==> src/rtl/rst_seq_pkg.sv <==
// Shared types and sizing helpers for the FPGA reset sequencer.
package rst_seq_pkg;

    typedef enum logic [2:0] {
        ST_WIZ_RST   = 3'd0,
        ST_WAIT_LOCK = 3'd1,
        ST_STABLE    = 3'd2,
        ST_HOLD      = 3'd3,
        ST_RUN       = 3'd4
    } rst_seq_state_e;

    localparam int unsigned RELOCK_CNT_W = 8;

    // Width of the shared down-counter: must hold the largest cycle parameter.
    function automatic int unsigned cnt_width(input int unsigned a,
                                              input int unsigned b,
                                              input int unsigned c,
                                              input int unsigned d);
        int unsigned m;
        m = a;
        if (b > m) m = b;
        if (c > m) m = c;
        if (d > m) m = d;
        return (m < 1) ? 1 : $clog2(m + 1);
    endfunction

endpackage

==> src/rtl/sync_2ff.sv <==
// Generic two-flop synchronizer; both stages clear to 0 on synchronous reset.
module sync_2ff #(
    parameter int unsigned WIDTH = 1
) (
    input  logic             clk_i,
    input  logic             rst_i,
    input  logic [WIDTH-1:0] d_i,
    output logic [WIDTH-1:0] q_o
);

    logic [WIDTH-1:0] meta_q;
    logic [WIDTH-1:0] sync_q;

    always_ff @(posedge clk_i) begin
        if (rst_i) begin
            meta_q <= '0;
            sync_q <= '0;
        end else begin
            meta_q <= d_i;
            sync_q <= meta_q;
        end
    end

    assign q_o = sync_q;

endmodule

==> src/rtl/rst_seq_ctrl.sv <==
// Reset sequencer: restarts the clock wizard, qualifies its lock and releases sys_reset.
// Optional wait-for-lock timeout is built in when RST_SEQ_TIMEOUT_EN is defined.
module rst_seq_ctrl
    import rst_seq_pkg::*;
#(
    parameter int unsigned LOCK_STABLE_CYCLES  = 1024,
    parameter int unsigned RST_HOLD_CYCLES     = 16,
    parameter int unsigned WIZ_RST_CYCLES      = 8,
    parameter int unsigned LOCK_TIMEOUT_CYCLES = 65536
) (
    input  logic                    clock,
    input  logic                    reset,
    input  logic                    locked_in,
    input  logic                    soft_rst_req,
    output logic                    wiz_resetn,
    output logic                    sys_reset,
    output logic                    ready,
    output logic [RELOCK_CNT_W-1:0] relock_count,
    output logic                    lock_timeout
);

    localparam int unsigned CNT_W = cnt_width(LOCK_STABLE_CYCLES, RST_HOLD_CYCLES,
                                              WIZ_RST_CYCLES, LOCK_TIMEOUT_CYCLES);

    // Entry loads are N-1 so a state lasts exactly N cycles (exit on counter==0).
    // Out of reset the first edge already counts, so the wizard load is one larger.
    localparam logic [CNT_W-1:0] WIZ_INIT    = CNT_W'(WIZ_RST_CYCLES);
    localparam logic [CNT_W-1:0] WIZ_LOAD    = CNT_W'(WIZ_RST_CYCLES - 1);
    localparam logic [CNT_W-1:0] WAIT_LOAD   = CNT_W'(LOCK_TIMEOUT_CYCLES - 1);
    localparam logic [CNT_W-1:0] STABLE_LOAD = CNT_W'(LOCK_STABLE_CYCLES - 1);
    localparam logic [CNT_W-1:0] HOLD_LOAD   = CNT_W'(RST_HOLD_CYCLES - 1);
    localparam logic [RELOCK_CNT_W-1:0] RELOCK_MAX = '1;

    logic                    locked_s;
    rst_seq_state_e          state_q,  state_d;
    logic [CNT_W-1:0]        cnt_q,    cnt_d;
    logic [RELOCK_CNT_W-1:0] relock_q, relock_d;
    logic                    wiz_resetn_q;
    logic                    sys_reset_q;
    logic                    ready_q;
    logic                    cnt_zero;

    sync_2ff #(
        .WIDTH (1)
    ) u_lock_sync (
        .clk_i (clock),
        .rst_i (reset),
        .d_i   (locked_in),
        .q_o   (locked_s)
    );

    assign cnt_zero = (cnt_q == '0);

`ifdef RST_SEQ_TIMEOUT_EN
    logic tmo_q, tmo_d;
`endif

    // Next-state, counter and relock bookkeeping.
    always_comb begin
        state_d  = state_q;
        cnt_d    = cnt_q;
        relock_d = relock_q;
`ifdef RST_SEQ_TIMEOUT_EN
        tmo_d    = tmo_q;
`endif
        case (state_q)
            ST_WIZ_RST: begin
                if (cnt_zero) begin
                    state_d = ST_WAIT_LOCK;
                    cnt_d   = WAIT_LOAD;
                end else begin
                    cnt_d = cnt_q - CNT_W'(1);
                end
            end
            ST_WAIT_LOCK: begin
                if (locked_s) begin
                    state_d = ST_STABLE;
                    cnt_d   = STABLE_LOAD;
                end
`ifdef RST_SEQ_TIMEOUT_EN
                else if (cnt_zero) begin
                    state_d = ST_WIZ_RST;
                    cnt_d   = WIZ_LOAD;
                    tmo_d   = 1'b1;
                end else begin
                    cnt_d = cnt_q - CNT_W'(1);
                end
`endif
            end
            ST_STABLE: begin
                // Any dropout forfeits the whole stability window.
                if (!locked_s) begin
                    state_d = ST_WAIT_LOCK;
                    cnt_d   = WAIT_LOAD;
                end else if (cnt_zero) begin
                    state_d = ST_HOLD;
                    cnt_d   = HOLD_LOAD;
                end else begin
                    cnt_d = cnt_q - CNT_W'(1);
                end
            end
            ST_HOLD: begin
                if (!locked_s) begin
                    state_d = ST_WIZ_RST;
                    cnt_d   = WIZ_LOAD;
                end else if (cnt_zero) begin
                    state_d = ST_RUN;
                    cnt_d   = '0;
                end else begin
                    cnt_d = cnt_q - CNT_W'(1);
                end
            end
            ST_RUN: begin
                // Lock loss outranks a simultaneous soft reset request.
                if (!locked_s) begin
                    state_d = ST_WIZ_RST;
                    cnt_d   = WIZ_LOAD;
                    if (relock_q != RELOCK_MAX) begin
                        relock_d = relock_q + RELOCK_CNT_W'(1);
                    end
                end else if (soft_rst_req) begin
                    state_d = ST_HOLD;
                    cnt_d   = HOLD_LOAD;
                end
            end
            default: begin
                state_d = ST_WIZ_RST;
                cnt_d   = WIZ_LOAD;
            end
        endcase
    end

    // State and outputs; outputs decode the next state so they change with it.
    always_ff @(posedge clock) begin
        if (reset) begin
            state_q      <= ST_WIZ_RST;
            cnt_q        <= WIZ_INIT;
            relock_q     <= '0;
            wiz_resetn_q <= 1'b0;
            sys_reset_q  <= 1'b1;
            ready_q      <= 1'b0;
`ifdef RST_SEQ_TIMEOUT_EN
            tmo_q        <= 1'b0;
`endif
        end else begin
            state_q      <= state_d;
            cnt_q        <= cnt_d;
            relock_q     <= relock_d;
            wiz_resetn_q <= (state_d != ST_WIZ_RST);
            sys_reset_q  <= (state_d != ST_RUN);
            ready_q      <= (state_d == ST_RUN);
`ifdef RST_SEQ_TIMEOUT_EN
            tmo_q        <= tmo_d;
`endif
        end
    end

    assign wiz_resetn   = wiz_resetn_q;
    assign sys_reset    = sys_reset_q;
    assign ready        = ready_q;
    assign relock_count = relock_q;
`ifdef RST_SEQ_TIMEOUT_EN
    assign lock_timeout = tmo_q;
`else
    assign lock_timeout = 1'b0;
`endif

endmodule

==> config.mk <==
export PLATFORM = sky130hd
export DESIGN_NAME = rst_seq_ctrl
export DESIGN_NICKNAME = d
export VERILOG_FILES = /design/src/rtl/rst_seq_pkg.sv /design/src/rtl/sync_2ff.sv /design/src/rtl/rst_seq_ctrl.sv
export SDC_FILE = /design/constraint.sdc
export NUM_CORES = 1
export LEC_CHECK = 0
export CAP_MARGIN = 0
export CORE_AREA = 8 8 101 80
export DETAILED_ROUTE_END_ITERATION = 8
export DIE_AREA = 0 0 109 88
export PLACE_DENSITY = 0.46
export SYNTH_ARGS = -nofsm -noshare
export SYNTH_HDL_FRONTEND = slang
export SYNTH_SLANG_ARGS = --single-unit
==> constraint.sdc <==
create_clock -name clock -period 4.8 [get_ports clock]
set_input_delay 0.48 -clock clock [delete_from_list [all_inputs] [get_ports clock]]
set_output_delay 0.48 -clock clock [all_outputs]
set_load 0.02 [all_outputs]
Word level (Yosys, flattened, before mapping)
Cells that the tools add are included.

Muxes and demuxes: 18. Add/sub/neg operators: 2. Eq/ne operators: 9. Reduce and logical (&&, ||, !) cells: 5. Bitwise logic cells: 1.

Operator list (number): 17-bit two-way mux (8); 17-bit one-hot mux with 5 select lines (1); 3-bit two-way mux (8); 17-bit logical NOT (1); 17-bit by 1-bit subtractor with 17-bit output, second input constant (1); 3-bit one-hot mux with 5 select lines (1); 8-bit by 1-bit adder with 8-bit output, second input constant (1); 8-bit inequality test, second input constant (1); 3-bit by 2-bit equality test with 1-bit output, second input constant (2); 3-bit equality test, second input constant (2); 3-bit inequality test, second input constant (2); 3-bit by 1-bit equality test with 1-bit output, second input constant (1); 3-bit logical NOT (1); 3-bit AND reduction (1); 3-bit nonzero test (1); 2-bit by 1-bit inequality test with 1-bit output, second input constant (1); 2-bit AND reduction (1); 1-bit inverter (1).

Output and inout bits: 12. Logic and storage cells: 43. Register bits: 33. Input bits: 4.

Depth between registers and ports, before layout
Gate-level depths: netlist of the first run.

Depth after elaboration: 5. Mapped depth: 8. Mapped depth without buffers: 7.

By module
A second synthesis of the first run with hierarchy kept.

Cell total of the unflattened synthesis: 240. Area total of the unflattened synthesis: 1906.8 um^2.

Modules (own cells, without submodules): rst_seq_ctrl (cells an instance 236, seq. area each 620.6 um^2, times used 1, area each 1854.3 um^2); sync_2ff (cells an instance 4, seq. area each 40.0 um^2, times used 1, area each 52.6 um^2).

Least setup slack after synthesis of the first run
No wires, ideal clock.

Path type: register to register. Start point: register cnt_q[0]. End point: register state_q[0]. Setup time: 0.139 ns. Setup slack: 2.597 ns. Arrival time: 2.064 ns. Buffers on the path: 1. Data required time: 4.661 ns. Cell stages (with the launch flop): 9. Clock period less this slack: 2.203 ns. Path through: dfxtp_1 inv_1 ha_1 or4b_1 or4_1 buf_2 and3_1 o21ai_1 a221oi_1.

Longest elaborated chain between the ends: 4. Elaborated cells on any way between the ends: 7. Those cells by class: 6 x mux; 1 x reduce/logical.

Ends and longest elaborated chain: start, declared (line rst_seq_ctrl.sv:36) `logic [CNT_W-1:0] cnt_q, cnt_d;`; start signal, assigned (line rst_seq_ctrl.sv:147) `cnt_q <= cnt_d;`; 17-bit logical NOT * (line rst_seq_ctrl.sv:52) `assign cnt_zero = (cnt_q == '0);`; 3-bit two-way mux (on tied branches) (line rst_seq_ctrl.sv:106, rst_seq_ctrl.sv:95); 3-bit two-way mux (on tied branches) (line rst_seq_ctrl.sv:103, rst_seq_ctrl.sv:92); 3-bit one-hot mux with 5 select lines * (line rst_seq_ctrl.sv:66) `case (state_q)`; end signal, assigned (line rst_seq_ctrl.sv:146) `state_q <= state_d;`; end, declared (line rst_seq_ctrl.sv:35) `rst_seq_state_e state_q, state_d;`.

Every way passes the cells marked *; elsewhere a longest branch is shown, timed or not. A chain may end at the register's enable or synchronous reset.

Worst setup path in the final report of the first run
Start point: register state_q[0]. End point: register cnt_q[3].

Longest elaborated chain between the ends: 3. Elaborated cells on any way between the ends: 9. Those cells by class: 6 x eq/ne; 1 x mux; 2 x reduce/logical.

Ends and longest elaborated chain (line): 3-bit equality test / 3-bit by 1-bit equality test with 1-bit output (equally long branches) (rst_seq_ctrl.sv:66); 3-bit inequality test (no source line) / 2-bit by 1-bit inequality test with 1-bit output (equally long branches); 2-bit AND reduction (no source line).

Several ways; a longest one is shown, not always the timed one.

==> parameters.txt, run 1 <==
Parameter                              Value

Floorplan
  Die width ... 109 um
  Placeable Area ... 0.00654 mm^2
  Total number of placement rows ... 26
  Die Outline Area ... 0.00959 mm^2
  Effective utilization at floorplan ... 28.5%
  Die span in y ... 88 um
  Count of boundary I/O pins ... 16

Place
  Count of buffers inserted at the top-level ports ... 14
  Total half-perimeter wirelength after legalization and detailed placement ... 3470 um
  Count of placed standard cells including taps ... 327
  Gpl congestion ... 0.844

Pwr
  Worst-case vdd ir drop ... 0.148 mV
  LEAKAGE ... 0.737 nW
  P per Cell Area ... 558 mW/mm^2

STA
  Final setup violation count ... 0
  Maximum operating frequency ... 383 MHz
  Max Clock Skew ... 4.90 ps
  Final count of hold timing violations ... 0
  Final critical-path required period ... 2610 ps
  Fin crit share ... 54.4%
  Worst Tran Pin Value ... 1100 ps
  Unrepaired setup endpoints after global routing ... no
  Fin. max-slew vios ... 0
  Setup_tns ... 0 ps
  Slew headroom ... between 20% and 30%

Clocking
  CTS buffer count ... 5
  Worst-case clock buffer depth ... 2
  Clock sink count ... 33
  Clock transition at the registers of the reported paths ... 80 ps
  CTS hold repair buffers ... 0
  Clk root buf ... clkbuf_8
  Setup bufs post-CTS ... 0
  H-tree level count ... 2
  Latest clock arrival within the worst-skew pair ... 290 ps
  CTS resizes ... 0
  TritonCTS clock tree ... yes

Critical path
  Destination of the worst register-to-register timing path ... cnt_q[3]
  Worst reg-to-reg setup slack ... 2190 ps
  Number of cells on the worst reg-to-reg path ... 5
  Crit Path Max Fanout ... 17
  Path type of the worst setup path ... reg2reg
  Kind of capture point of the worst setup path ... register
  Critical Path Start Type ... register
  Critical path required time ... 4960 ps
  Critical Path AT ... 2770 ps
  Critical register-to-register path startpoint ... state_q[0]

Logic synthesis
  Mapped Area ... 0.00187 mm^2
  Synthesis Warnings ... 0
  Cells after synthesis ... 242
  Net count after synthesis ... 248
  Flop and latch count out of synthesis ... 33
  Number of library cell types mapped by synthesis ... 49
  Part of the Yosys area used for sequential elements ... 35.4%
  Mean cell area of the mapped netlist ... around 7.7 um^2

Outcome
  Run status ... complete, no violations

Drt
  Wire length reported by the detailed router ... 4940 um
  Via count ... ~1,800
  Drt via density ... 5.40
  Average wire length per cell after detail routing ... 14.7 um
  Count of TritonRoute iterations in the first routing pass ... 4
  DRT iter0 DRCs ... 134
  Number of nets still failing antenna checks after routing ... 0
  DRC violations left ... 0

Cells and area
  Filler-free cell count of the finished design ... 335
  Area of combinational cells with multiple inputs ... 0.00111 mm^2
  Count of fill cells added during filler insertion ... 693
  Relative area change from synthesis to final layout ... 16.4%
  Commonest cells after routing, fill and taps aside ... dfxtp_1, nor2_1, nand2_1, a21oi_1, clkdlybuf4s50_1
  Total area of sequential cells ... 661 um^2
  Fraction of layout instances using a drive strength above 1 ... 5.98%
  Commonest non-fill, non-tap cell in the layout ... dfxtp_1
  Number of nets in the final layout ... 256
  Number of antenna diodes ... 0

Worst hold path
  Depth of the worst hold-timing path ... 1
  Start point of the worst min-delay path ... u_lock_sync.meta_q
  Worst Hold Endpoint ... u_lock_sync.q_o
  Hold Path Class ... reg2reg

Global routing
  Via count of the first global-routing pass ... 1,675
  GR Util All Layers ... 11.0%
  First-pass GRT wire length ... around 8400 um
  Initial antenna violation count ... 0
  Global-route congestion overflow total ... 0
  Maximum number of pins on one net before global-route repair ... 29

Run
  Maxcap violations ... 0
[stage by stage]
| step | total power [mW] | util (%) | instance area [um^2] | hold slack (ps) | setup WS, ps |
|---|---|---|---|---|---|
| final | 1.21 | 33.2 | 2170 | 438 | 2190 |
| after global routing | 1.30 | 33.2 | 2170 | 466 | 1950 |
| after global placement | 0.945 | 31.5 | 2060 | 426 | 2090 |
| after detailed placement | 0.938 | 31.5 | 2060 | 425 | 2070 |
| after floorplan | 0.812 | - | 1870 | 414 | 2600 |
| after CTS | 1.21 | 33.2 | 2170 | 444 | 2190 |
[kinds of logic after synthesis]
kind of cell,after synthesis,synth area share [%]
AO/OA/AOI/OAI,70,23.4
flip-flops,33,35.4
AND/OR/NAND/NOR,99,28.2
adder cells (fa/ha/maj),2,1.34
XOR/XNOR,11,5.16
buffers and inverters,24,5.29
multiplexers,2,1.07
other,1,0.201
[synth_stat cells, drive strengths merged]
cell     number  area share, %
a211oi        6            2.4
a21boi        1           0.40
a21o          3            1.2
a21oi        19            5.3
a221oi        2           0.94
a311oi        2           0.94
a31o          2           0.94
a31oi        13            4.4
and2          1           0.34
and3          3            1.0
and4          1           0.47
buf           4            1.2
clkbuf       10            2.1
conb          1           0.20
dfxtp        33             35
ha            2            1.3
inv          10            2.0
mux2i         2            1.1
nand2        19            3.8
nand2b        5            1.7
nand3        10            2.7
nand3b        1           0.40
nand4         6            2.0
nand4bb       1           0.60
nor2         27            5.4
nor2b         3            1.0
nor3          8            2.1
nor3b         2           0.80
nor4          2            1.5
nor4b         1           0.47
o211ai        5            2.0
o21a          1           0.40
o21ai        14            3.8
o22ai         1           0.34
o31ai         1           0.40
or2           2           0.67
or3b          1           0.47
or4           4            1.6
or4b          2            1.1
xnor2         3            1.4
xor2          8            3.8
[flip-flops by register name, summed over array words and instances, names as in the netlist]
name,cells
cnt_q,17
u_lock_sync.q_o,1
relock_count,8
u_lock_sync.meta_q,1
wiz_resetn,1
ready,1
state_q,3
sys_reset,1
[cell type report]
class / instances / area share, %
sequential: 33 / 30.4
timing repair buffer: 15 / 6.79
clock inverter: 3 / 2.13
inverter: 10 / 1.73
multi-input combinational: 185 / 50.9
clock buffer: 5 / 3.17
tap: 84 / 4.84
[critical path: stages, from the launching register on]
cell and delay (ps):
dfxtp_1 670, or3b_2 500, a21oi_1 830, nor3b_1 120, a211oi_1 250, nand3_1 110
[power breakdown]
| part | internal [mW] | switching, mW |
|---|---|---|
| sequential | 0.337 | 0.0725 |
| combinational | 0.195 | 0.342 |
| clock | 0.155 | 0.110 |
[metal layers]
layer | GRT usage [%] | wire, um | vias to the layer above
met5 | 0 | 0 | -
li1 | - | - | 894
met2 | 16.1 | 2180 | 49
met3 | 3.09 | 296 | 8
met1 | 14.5 | 2400 | 859
met4 | 4.71 | 63 | 0
[worst max-delay path by stage]
stage / from / to / slack [ps]
after floorplan: cnt_q[0] / state_q[0] / 2600
after global placement: soft_rst_req / cnt_q[3] / 2090
after detailed placement: soft_rst_req / cnt_q[3] / 2070
after CTS: state_q[0] / cnt_q[3] / 2190
after global routing: state_q[0] / cnt_q[3] / 1950
final: state_q[0] / cnt_q[3] / 2190
Power figures use the tool's default switching activity.
==> run 2: changes to the inputs <==
--- a/config.mk
+++ b/config.mk
@@ -9,7 +9,7 @@
 export CORE_AREA = 8 8 101 80
 export DETAILED_ROUTE_END_ITERATION = 8
 export DIE_AREA = 0 0 109 88
-export PLACE_DENSITY = 0.46
+export PLACE_DENSITY = 0.47
 export SYNTH_ARGS = -nofsm -noshare
 export SYNTH_HDL_FRONTEND = slang
 export SYNTH_SLANG_ARGS = --single-unit
==> constraint.sdc (replaced) <==
create_clock -name clock -period 2.2 [get_ports clock]
set_input_delay 0.22 -clock clock [delete_from_list [all_inputs] [get_ports clock]]
set_output_delay 0.22 -clock clock [all_outputs]
set_load 0.02 [all_outputs]
==> run 2 against run 1 <==
Net effect:
- total power rose by 150%
- die area did not move
- global-route usage rose by 0.74 points
- non-clock buffer count rose by 28
- register-to-register slack got worse by 2100 ps
- core utilization rose by 3.8 points
- combinational power rose to 2.9 times the previous value
- setup slack got worse by 2100 ps
- critical path depth rose by 2
- sequential cell count did not move
- sequential power rose by 100%
- cell area rose by 11%
==> parameters.txt, run 2 (synthesized netlist as in run 1, its figures left out) <==
Parameter                              Value

Cells and area
  Fraction of layout instances using a drive strength above 1 ... 18.3% (+12 points)
  Number of antenna diodes ... 0 (unchanged)
  Count of fill cells added during filler insertion ... 683 (-1.4%)
  Commonest non-fill, non-tap cell in the layout ... dfxtp_1
  Register with the most flip-flops ... cnt_q
  Commonest cells after routing, fill and taps aside ... dfxtp_1, buf_4, nor2_1, nand2_1, a21oi_1
  Filler-free cell count of the finished design ... 363 (+8.4%)
  Number of nets in the final layout ... 284 (+11%)
  Flip-flop count of the largest register after layout ... 17 (unchanged)
  Relative area change from synthesis to final layout ... 29.6%

Place
  Gpl congestion ... 0.830 (-1.7%)
  Total half-perimeter wirelength after legalization and detailed placement ... 3990 um (+15%)
  Count of buffers inserted at the top-level ports ... 14 (unchanged)
  Post-place setup slack ... 0.0979 ps (-2070 ps)
  Count of placed standard cells including taps ... 353 (+8.0%)

STA
  Maximum operating frequency ... 471 MHz (+23%)
  Final count of hold timing violations ... 0 (unchanged)
  Tightest hold margin ... 444 ps (+6.32 ps)
  Fin. max-slew vios ... 0 (unchanged)
  Slew headroom ... 62.9% (+36 points)
  Fin crit share ... 96.5% (+42 points)
  Final critical-path required period ... 2120 ps (-486 ps)
  Max Clock Skew ... 6.10 ps (+1.20 ps)
  Final setup violation count ... 0 (unchanged)
  Smallest setup slack after layout ... 76.3 ps (-2110 ps)
  Worst Tran Pin Value ... 552 ps (-548 ps)

Pwr
  P per Cell Area ... 1250 mW/mm^2 (+120%)
  LEAKAGE ... 0.889 nW (+21%)
  Worst-case vdd ir drop ... 0.419 mV (+180%)

Floorplan
  Die Outline Area ... 0.00959 mm^2 (unchanged)
  Count of boundary I/O pins ... 16 (unchanged)
  Total number of placement rows ... 26 (unchanged)
  Placeable Area ... 0.00654 mm^2 (unchanged)
  Effective utilization at floorplan ... 28.5% (unchanged)
  Die span in y ... 88 um (unchanged)
  Die width ... 109 um (unchanged)

Critical path
  Largest stage delay on the critical path ... 540 ps (-290 ps)
  Crit Path Max Fanout ... 6 (-11)
  Path type of the worst setup path ... reg2reg
  Buffers and inverters on the worst path ... 1 (+1)
  Critical Path AT ... 2270 ps (-500 ps)
  Kind of capture point of the worst setup path ... register
  Cell family with the largest share of critical-path delay ... simple AND/OR/NAND/NOR gates
  Slowest cell on crit path ... or4_4
  Critical path required time ... 2350 ps (-2610 ps)
  Critical Path Start Type ... register
  Critical path cell sequence ... inv_2 -> ha_2 -> or4b_4 -> or4_4 -> and3_1 -> o21ai_1 -> a221oi_1

Worst hold path
  Hold Path Class ... reg2reg

Clocking
  Worst-case clock buffer depth ... 2 (unchanged)
  Latest clock arrival within the worst-skew pair ... 290 ps (about the same)
  CTS buffer count ... 5 (unchanged)
  TritonCTS clock tree ... yes
  Clk root buf ... clkbuf_8
  Clock transition at the registers of the reported paths ... 80 ps (about the same)
  Clock sink count ... 33 (unchanged)
  H-tree level count ... 2 (unchanged)

Drt
  DRT iter0 DRCs ... 119 (-11%)
  Via count ... 1,835 (+1.4%)
  Drt via density ... 5.06 (-6.4%)
  Count of TritonRoute iterations in the first routing pass ... 4 (unchanged)
  DRC violations left ... 0 (unchanged)
  Wire length reported by the detailed router ... 5240 um (+6.1%)
  Number of nets still failing antenna checks after routing ... 0 (unchanged)
  Average wire length per cell after detail routing ... 14.4 um (-2.1%)

Global routing
  GR Util All Layers ... 11.7% (+0.74 points)
  First-pass GRT wire length ... 8890 um (+6.1%)
  Maximum number of pins on one net before global-route repair ... 19 (-34%)
  Initial antenna violation count ... 0 (unchanged)
  Global-route congestion overflow total ... 0 (unchanged)
  Via count of the first global-routing pass ... 1,760 (+5.1%)

Run
  Maxcap violations ... 0 (unchanged)

Outcome
  Run status ... complete, no violations
==> run 2: cell count changes in the layout (fill, tap and decap cells not counted), sizes merged <==
cell	previous run	this run
buf	1	29
clkinv	1	0
clkbuf	5	6
==> run 2: path summary, 6_finish.rpt <==
path | start | cells past startpoint | end | slack, ps
min reg2reg | u_lock_sync.meta_q | 1 | u_lock_sync.q_o | 440
max reg2reg | cnt_q[0] | 7 | state_q[0] | 80
max | cnt_q[0] | 7 | state_q[0] | 80
min | u_lock_sync.meta_q | 1 | u_lock_sync.q_o | 440
==> run 2: layer usage <==
metal	global-route usage, %	part of all wire [%]	vias up
met2	16.3	40	49
met4	4.46	1.0	0
met5	0	0	-
met1	16.6	53	829
li1	-	-	953
met3	2.94	5.6	4
==> run 2: area by class of cell <==
class | instances | area [um^2] | share of cell area [%]
Multi-Input combinational cell | 185 | 1140 | 47.1
Sequential cell | 33 | 661 | 27.3
Timing Repair Buffer | 43 | 358 | 14.8
Tap cell | 84 | 105 | 4.34
Inverter | 10 | 37.5 | 1.55
Clock buffer | 6 | 82.6 | 3.41
Clock inverter | 2 | 37.5 | 1.55
==> run 2: power breakdown <==
group | switching, mW | internal (mW) | leakage (nW) | total (mW)
registers | 0.0870 | 0.735 | 0.269 | 0.822
clock network | 0.243 | 0.369 | 0.0574 | 0.611
logic | 0.881 | 0.702 | 0.563 | 1.58
total | 1.21 | 1.81 | 0.889 | 3.02
==> run 2: repair_timing <==
item	in CTS	in global routing
hold buffers	0	0
gates resized for setup	1	7
setup buffers	0	2
setup endpoints to repair	1	5
pin swaps	0	3
==> run 2: worst reg2reg max path, cell delays in order, from the launching register on <==
cell,delay [ps]
dfxtp_1,320
inv_2,60
ha_2,170
or4b_4,500
or4_4,540
and3_1,200
o21ai_1,110
a221oi_1,90
==> run 2: per-stage QoR <==
stage / util [%] / power (mW) / instance area [um^2] / TNS [ps]
global route: 37.0 / 3.22 / 2420 / -7.85
floorplan: - / 1.78 / 1870 / 0
CTS: 36.4 / 2.96 / 2380 / 0
global placement: 34.5 / 2.37 / 2260 / 0
finish: 37.0 / 3.02 / 2420 / 0
detailed placement: 34.5 / 2.33 / 2260 / 0
